## src/rtl/bitstream_decoder_if.sv

```systemverilog
// Handshake/data bundle for bitstream_decoder.
//   compute    window enable, high while the bitstreams are valid
//   bit_in     one stochastic bit per channel per cycle
//   count_out  latched ones-count, channel c at [c*CW +: CW]
//   out_valid  count_out holds an unconsumed result
//   out_ready  consumer accepts the result when out_valid && out_ready
//   short_win  latched result came from a window shorter than LENGTH
//   busy       decoder is counting or latching
//   overrun    sticky: a completed result was dropped
// master = producer/consumer side (testbench), slave = decoder side.
interface bitstream_decoder_if #(
  parameter int CHANNELS = 1,
  parameter int CW       = 9
);
  logic                   compute;
  logic [CHANNELS-1:0]    bit_in;
  logic [CHANNELS*CW-1:0] count_out;
  logic                   out_valid;
  logic                   out_ready;
  logic                   short_win;
  logic                   busy;
  logic                   overrun;

  modport master (
    output compute, bit_in, out_ready,
    input  count_out, out_valid, short_win, busy, overrun
  );

  modport slave (
    input  compute, bit_in, out_ready,
    output count_out, out_valid, short_win, busy, overrun
  );
endinterface

```

## src/rtl/bitstream_decoder.sv

```systemverilog
// bitstream_decoder: counts ones on each stochastic bitstream lane over a
// window framed by compute (at most LENGTH bits), then latches the counts
// into a valid/ready output register. Accumulators and the output register
// are separate, so a new window can count while the previous result waits.
// Ports:
//   clk   clock, all logic on the rising edge
//   rst   synchronous reset, active-high
//   bus   bitstream_decoder_if.slave (compute, bit_in, count_out,
//         out_valid, out_ready, short_win, busy, overrun)
module bitstream_decoder #(
  parameter int CHANNELS = 1,
  parameter int LENGTH   = 256,
  parameter int CW       = $clog2(LENGTH + 1)
) (
  input  logic                 clk,
  input  logic                 rst,
  bitstream_decoder_if.slave   bus
);

  typedef enum logic [1:0] {
    ST_IDLE  = 2'd0,
    ST_COUNT = 2'd1,
    ST_LATCH = 2'd2,
    ST_DRAIN = 2'd3
  } state_t;

  state_t                 state_q, state_d;
  logic [CW-1:0]          acc_q [CHANNELS];
  logic [CW-1:0]          acc_d [CHANNELS];
  logic [CW-1:0]          ncyc_q, ncyc_d;
  logic                   pend_short_q, pend_short_d;
  logic [CHANNELS*CW-1:0] count_q, count_d;
  logic                   valid_q, valid_d;
  logic                   short_q, short_d;
  logic                   ovr_q, ovr_d;

  always_comb begin
    state_d      = state_q;
    acc_d        = acc_q;
    ncyc_d       = ncyc_q;
    pend_short_d = pend_short_q;
    count_d      = count_q;
    valid_d      = valid_q;
    short_d      = short_q;
    ovr_d        = ovr_q;

    // LATCH owns the output register that cycle (it may transfer and reload
    // in one edge), so the plain consume only applies elsewhere.
    if (state_q != ST_LATCH && valid_q && bus.out_ready) begin
      valid_d = 1'b0;
    end

    unique case (state_q)
      ST_IDLE: begin
        if (bus.compute) begin
          for (int c = 0; c < CHANNELS; c++) begin
            acc_d[c] = CW'(bus.bit_in[c]);
          end
          ncyc_d  = CW'(1);
          state_d = ST_COUNT;
        end
      end

      ST_COUNT: begin
        if (bus.compute) begin
          for (int c = 0; c < CHANNELS; c++) begin
            acc_d[c] = acc_q[c] + CW'(bus.bit_in[c]);
          end
          ncyc_d = ncyc_q + CW'(1);
          // ncyc_q bits already taken; this edge takes bit number ncyc_q+1.
          if (ncyc_q == CW'(LENGTH - 1)) begin
            pend_short_d = 1'b0;
            state_d      = ST_LATCH;
          end
        end else begin
          pend_short_d = 1'b1;
          state_d      = ST_LATCH;
        end
      end

      ST_LATCH: begin
        if (!valid_q || bus.out_ready) begin
          for (int c = 0; c < CHANNELS; c++) begin
            count_d[c*CW +: CW] = acc_q[c];
          end
          short_d = pend_short_q;
          valid_d = 1'b1;
        end else begin
          ovr_d = 1'b1;
        end
        // A compute still held high must not open a misaligned window.
        state_d = bus.compute ? ST_DRAIN : ST_IDLE;
      end

      ST_DRAIN: begin
        if (!bus.compute) begin
          state_d = ST_IDLE;
        end
      end

      default: state_d = ST_IDLE;
    endcase
  end

  always_ff @(posedge clk) begin
    if (rst) begin
      state_q      <= ST_IDLE;
      for (int c = 0; c < CHANNELS; c++) begin
        acc_q[c] <= '0;
      end
      ncyc_q       <= '0;
      pend_short_q <= 1'b0;
      count_q      <= '0;
      valid_q      <= 1'b0;
      short_q      <= 1'b0;
      ovr_q        <= 1'b0;
    end else begin
      state_q      <= state_d;
      acc_q        <= acc_d;
      ncyc_q       <= ncyc_d;
      pend_short_q <= pend_short_d;
      count_q      <= count_d;
      valid_q      <= valid_d;
      short_q      <= short_d;
      ovr_q        <= ovr_d;
    end
  end

  assign bus.count_out = count_q;
  assign bus.out_valid = valid_q;
  assign bus.short_win = short_q;
  assign bus.overrun   = ovr_q;
  assign bus.busy      = (state_q == ST_COUNT) || (state_q == ST_LATCH);

endmodule

```

## src/flat_wrapper.sv

```systemverilog
// flat-port wrapper written by rule: the top's interface ports become plain ports
module bitstream_decoder_flat 
#(
  parameter int CHANNELS = 1,
  parameter int LENGTH   = 256,
  parameter int CW       = $clog2(LENGTH + 1)
)
  (clk, rst, bus_compute, bus_bit_in, bus_out_ready, bus_count_out, bus_out_valid, bus_short_win, bus_busy, bus_overrun);
  bitstream_decoder_if #(.CHANNELS(CHANNELS), .CW(CW)) bus_i ();
  input  logic clk;
  input  logic rst;
  input wire logic [$bits(bus_i.compute)-1:0] bus_compute;
  input wire logic [$bits(bus_i.bit_in)-1:0] bus_bit_in;
  input wire logic [$bits(bus_i.out_ready)-1:0] bus_out_ready;
  output wire logic [$bits(bus_i.count_out)-1:0] bus_count_out;
  output wire logic [$bits(bus_i.out_valid)-1:0] bus_out_valid;
  output wire logic [$bits(bus_i.short_win)-1:0] bus_short_win;
  output wire logic [$bits(bus_i.busy)-1:0] bus_busy;
  output wire logic [$bits(bus_i.overrun)-1:0] bus_overrun;
  assign bus_i.compute = bus_compute;
  assign bus_i.bit_in = bus_bit_in;
  assign bus_i.out_ready = bus_out_ready;
  assign bus_count_out = bus_i.count_out;
  assign bus_out_valid = bus_i.out_valid;
  assign bus_short_win = bus_i.short_win;
  assign bus_busy = bus_i.busy;
  assign bus_overrun = bus_i.overrun;
  bitstream_decoder #(.CHANNELS(CHANNELS), .LENGTH(LENGTH), .CW(CW)) u_core (.clk(clk), .rst(rst), .bus(bus_i));
endmodule
```

## config.mk

```make
export PLATFORM = sky130hd
export DESIGN_NAME = bitstream_decoder_flat
export DESIGN_NICKNAME = d
export VERILOG_FILES = /design/src/rtl/bitstream_decoder_if.sv /design/src/rtl/bitstream_decoder.sv /design/src/flat_wrapper.sv
export SDC_FILE = /design/constraint.sdc
export NUM_CORES = 1
export LEC_CHECK = 0
export BUFFER_PORTS_ARGS = -buffer_cell sky130_fd_sc_hd__buf_2
export CAP_MARGIN = 20
export CORE_AREA = 2 2 64 66
export CTS_CLUSTER_SIZE = 20
export DETAILED_ROUTE_END_ITERATION = 7
export DIE_AREA = 0 0 66 68
export PLACE_DENSITY = 0.61
export SLEW_MARGIN = 30
export SYNTH_ARGS = -nofsm -noshare
export SYNTH_HDL_FRONTEND = slang
export SYNTH_SLANG_ARGS = --single-unit
export TNS_END_PERCENT = 1
```

## constraint.sdc

```tcl
create_clock -name clk -period 3 [get_ports clk]
set_clock_uncertainty 0.1 [all_clocks]
set_input_delay 0.3 -clock clk [delete_from_list [all_inputs] [get_ports clk]]
set_output_delay 0.3 -clock clk [all_outputs]
set_load 0.1 [all_outputs]
```

* Yosys cells after proc, flatten, opt, wreduce, memory -nomap -nowiden
Cells that the tools add are included.
** Word-level totals
- Flip-flop bits (word level) :: 33
- Output and inout bits :: 13
** Cells by class
- Equality and inequality tests :: 10
- Add/subtract/negate cells :: 2
- Bitwise operators :: 1
- Multiplexer cells :: 17
- Reductions and logical operators :: 12
** Operator list (number)
- $mux W9 :: 4
- $pmux W9 S2 :: 2
- $mux W2 :: 5
- $add A9 B1 Y9 :: 1
- $add A9 B1 Y9 const B :: 1
- $eq A9 B8 Y1 const B :: 1
- $ne A2 B2 Y1 const B :: 4
- $pmux W2 S4 :: 1
- $reduce_and A2 Y1 :: 3
- $reduce_and A3 Y1 :: 2
- $mux W1 :: 5
- $eq A2 B2 Y1 const B :: 2
- $ne A3 B2 Y1 const B :: 1
- $eq A2 B1 Y1 const B :: 1
- $logic_and A1 B1 Y1 :: 2
- $logic_not A2 Y1 :: 1
- $logic_or A1 B1 Y1 :: 2
- $ne A2 B1 Y1 const B :: 1
- $reduce_bool A2 Y1 :: 1
- $logic_not A1 Y1 :: 1
- $not A1 Y1 :: 1

* Longest topological paths before layout
- Word-level depth :: 6
- Gate-level depth with buffers :: 7

* Least setup slack after synthesis
OpenSTA, ideal clock, no wires.
- Path kind :: flip-flop to flip-flop
- From :: register u_core.valid_q, in the netlist u_core.bus.out_valid
- To :: register u_core.count_q[6], in the netlist u_core.bus.count_out[6]
- Period minus slack after synthesis :: 1869 ps
- Path buffers :: 1
- Arrival :: 1699 ps
- Setup time :: 71 ps
- Slack :: 1131 ps
- Cell stages (with the launch flop) :: 5
- Data required time :: 2829 ps
- Cell sequence :: dfxtp_1 > nor2b_1 > clkbuf_1 > o21ai_1 > a21oi_1
** On the way
- Longest elaborated chain between the ends :: 3
** RTL lines
- start: declaration :: line bitstream_decoder.sv:33 : logic valid_q, valid_d;
- start signal: assignment :: line bitstream_decoder.sv:123 : valid_q <= valid_d;
- $logic_not A1 Y1 :: line bitstream_decoder.sv:82 : if (!valid_q || bus.out_ready) begin
- $logic_or A1 B1 Y1 :: line bitstream_decoder.sv:82
- $reduce_and A2 Y1 (no line)
- end signal: assignment :: line bitstream_decoder.sv:122 : count_q <= count_d;
- end: declaration :: line bitstream_decoder.sv:32 : logic [CHANNELS*CW-1:0] count_q, count_d;
Every way passes these cells.
A chain may end at the register's enable or synchronous reset.

* Worst setup path after layout
- From :: register u_core.state_q[1]
- To :: register u_core.acc_q[8] in the netlist's numbering
** On the way
- Longest elaborated chain between the ends :: 3
** RTL lines
- start: declaration :: line bitstream_decoder.sv:27 : state_t state_q, state_d;
- start signal: assignment :: line bitstream_decoder.sv:118 : state_q <= state_d;
- $eq A2 B1 Y1 / $logic_not A2 Y1 (equally long branches) :: line bitstream_decoder.sv:53 : unique case (state_q)
- $ne A2 B2 Y1 (no line) / $reduce_bool A2 Y1 (equally long branches)
- $reduce_and A3 Y1 (no line)
- end signal: indexed assignment :: line bitstream_decoder.sv:109 : acc_q[c] <= '0;
- end signal: assignment :: line bitstream_decoder.sv:119 : acc_q <= acc_d;
- end: declaration :: line bitstream_decoder.sv:28 : logic [CW-1:0] acc_q [CHANNELS];
Parallel ways exist; a longest one is shown, timed or not.

==> reports/results.tsv <==
metric	value	unit
RSZ-0062 raised after global routing	no	
Design Area, Final	0.001866	mm2
drt total wl	3433	um
Final TNS setup	0	ns
Netlist cell types	38	
row cnt	23	
Post-CTS Hold Fix Bufs	0	
layout cells sized above 1	0.1538	
synth top area cells	dfxtp_1, a21oi_1, ha_1, nand3_1, o21ai_1	
RD Place Congestion	0.7496	
Setup Fix Bufs, Post-CTS	0	
Post-DP HPWL	2490	um
largest net degree at the start of global routing	25	
static leakage	0.6946	nW
Worst Path Required	3.07	ns
CTS Buf Count	5	
Placement Setup Slack	0.8378	ns
Starting Density	0.4263	
first-pass GRT wire length	5885	um
core area	0.003856	mm2
Cells after Synth	194	
synth warn	0	
CTS Sinks	33	
most frequent cell after synthesis	dfxtp_1	
nets@finish	221	
Reg clk slew, reported paths	0.06	ns
Vias/cell	5.508	
worst slew pin tran	0.7086	ns
Die Y	68	um
Detail Route Antenna Nets	0	
TritonCTS clock tree	done	
top cells by count, synth	dfxtp_1, a21oi_1, nand3_1, o21ai_1, nand2_1	
CP Max Fanout	17	
Die Area	0.004488	mm2
Synth Flop Type	dfxtp_1	
DRT iter0 DRCs	31	
post-route insts no fill	258	
final period utilization	0.7259	
Fin. Hold Viols	0	
GRT Util Overall	0.1714	
Mapped Nets	208	
Worst Setup Start Kind	flop	
crit path DAT	2.25	ns
Slew HR	0.5244	
Critical Path End Type	flop	
Seq/Total Area, Yosys	0.4018	
Setup Viol. Count Final	0	
Yosys reg bits	33	
max_cap viols	0	
Post-synth ARST share	0	
Area Overhead vs Synth	13.47	%
CTS max path bufs	2	
Post-synth EDFFs	0	
placed insts	250	
vias after detailed routing	1421	
Die Span X	66	um
Initial DRT Pass Iterations	4	
placed inst area	0.001749	mm2
gr ovfl total	0	
mapped cell area	0.001644	mm2
Achievable Freq	0.4592	GHz
drc violations	0	
Tmin final	2.178	ns
IO buf count	17	
Avg Cell Area, Syn	8.475	um2
clk_lat worst skew	0.28	ns
vias in the first global route	1357	
hold crit path type	in -> reg	
Power Density	704.5	mW/mm2
Final WS setup	0.8222	ns
Synth area leader	dfxtp_1	
outcome	complete, no violations	
Ports	18	
kind of critical path	reg -> reg	
initial antenna violation count	0	
WL/cell	13.31	um
clk root buf	clkbuf_8	
peak supply drop	0.8493	mV
Yosys top cell area share	0.4018	
Final Max Tran Viols	0	
CTS H-tree lvls	2	
post_cts resized	0	
n_diodes	0	
==> metrics by stage <==
stage | util | hold WS [ns] | power [mW]
after floorplan | - | 0.3441 | 0.8295
after global routing | 0.4838 | 0.2992 | 1.375
after CTS | 0.4838 | 0.2795 | 1.324
after detailed placement | 0.4536 | 0.3667 | 0.8939
after global placement | 0.4536 | 0.3478 | 0.8814
final | 0.4838 | 0.2847 | 1.314
==> power by group <==
group | internal [mW] | total [mW] | switching (mW)
clock | 0.271 | 0.430 | 0.159
combinational | 0.102 | 0.392 | 0.290
sequential | 0.465 | 0.492 | 0.0270
total | 0.838 | 1.31 | 0.476
==> final cells by class <==
| cell class | count | area (um2) |
|---|---|---|
| clock buffer | 7 | 86.33 |
| clock inverter | 1 | 30.03 |
| fill | 379 | 1991 |
| inverter | 6 | 22.52 |
| multi-input combinational | 143 | 910.9 |
| sequential | 33 | 660.6 |
| tap | 50 | 62.56 |
| timing repair buffer | 18 | 92.59 |
==> critical path: stages (launching register included) <==
cell     delay, ns
dfxtp_1       0.36
inv_1         0.13
ha_1          0.55
nand2_2       0.20
nor4_1        0.36
mux2_2        0.37
==> final timing paths <==
check,from,to,slack [ns],cells after the start
max,u_core.state_q[1]$_SDFFE_PP0P_,u_core.acc_q[8]$_SDFFE_PP0P_,0.82,5
min,rst,u_core.bus.count_out[5]$_SDFFE_PP0P_,0.28,2
max reg2reg,u_core.state_q[1]$_SDFFE_PP0P_,u_core.acc_q[8]$_SDFFE_PP0P_,0.82,5
min reg2reg,u_core.bus.count_out[5]$_SDFFE_PP0P_,u_core.bus.count_out[5]$_SDFFE_PP0P_,0.38,2
==> routing by layer <==
metal | GRT usage | vias up | wire length [um] | part of all wire
met5 | 0 | - | 0 | 0
met1 | 0.2008 | 656 | 1565 | 0.46
met2 | 0.2942 | 30 | 1632 | 0.48
met4 | 0.07908 | 0 | 81 | 0.024
li1 | - | 726 | - | -
met3 | 0.04605 | 9 | 153 | 0.045
==> cell families (layout without fill, tap and decap cells) <==
| logic type | after synthesis | in the layout | synth area share |
|---|---|---|---|
| AOI/OAI and AO/OA | 53 | 53 | 0.1857 |
| adders and majority gates | 9 | 9 | 0.06849 |
| buffers and inverters | 18 | 32 | 0.04414 |
| DFF | 33 | 33 | 0.4018 |
| muxes | 6 | 6 | 0.03881 |
| and+or+nand+nor | 75 | 75 | 0.2610 |
==> sequential cells by signal, summed over array words and instances, names as in the netlist <==
| name | count |
|---|---|
| u_core.acc_q | 9 |
| u_core.bus.count_out | 9 |
| u_core.ncyc_q | 9 |
| u_core.state_q | 2 |
| u_core.bus.out_valid | 1 |
| u_core.bus.overrun | 1 |
| u_core.bus.short_win | 1 |
| u_core.pend_short_q | 1 |
==> cells in the final DEF (no fill, tap or decap), types with 2 or more instances in the layout <==
master and n:
dfxtp_1 33, a21oi_1 23, buf_2 17, nand3_1 14
o21ai_1 14, nand2_1 12, nor2_1 10, ha_1 9
nor2b_1 7, o211ai_1 6, clkbuf_8 6, inv_1 5
or3_1 5, nand2b_1 4, nand3b_1 3, or4_1 3
mux2i_1 3, and3b_1 3, nor3b_1 3, mux2_2 3
nor3_1 2, a31oi_1 2, a32oi_1 2, o21ai_0 2
No activity file was read; power rests on OpenSTA's default activity.
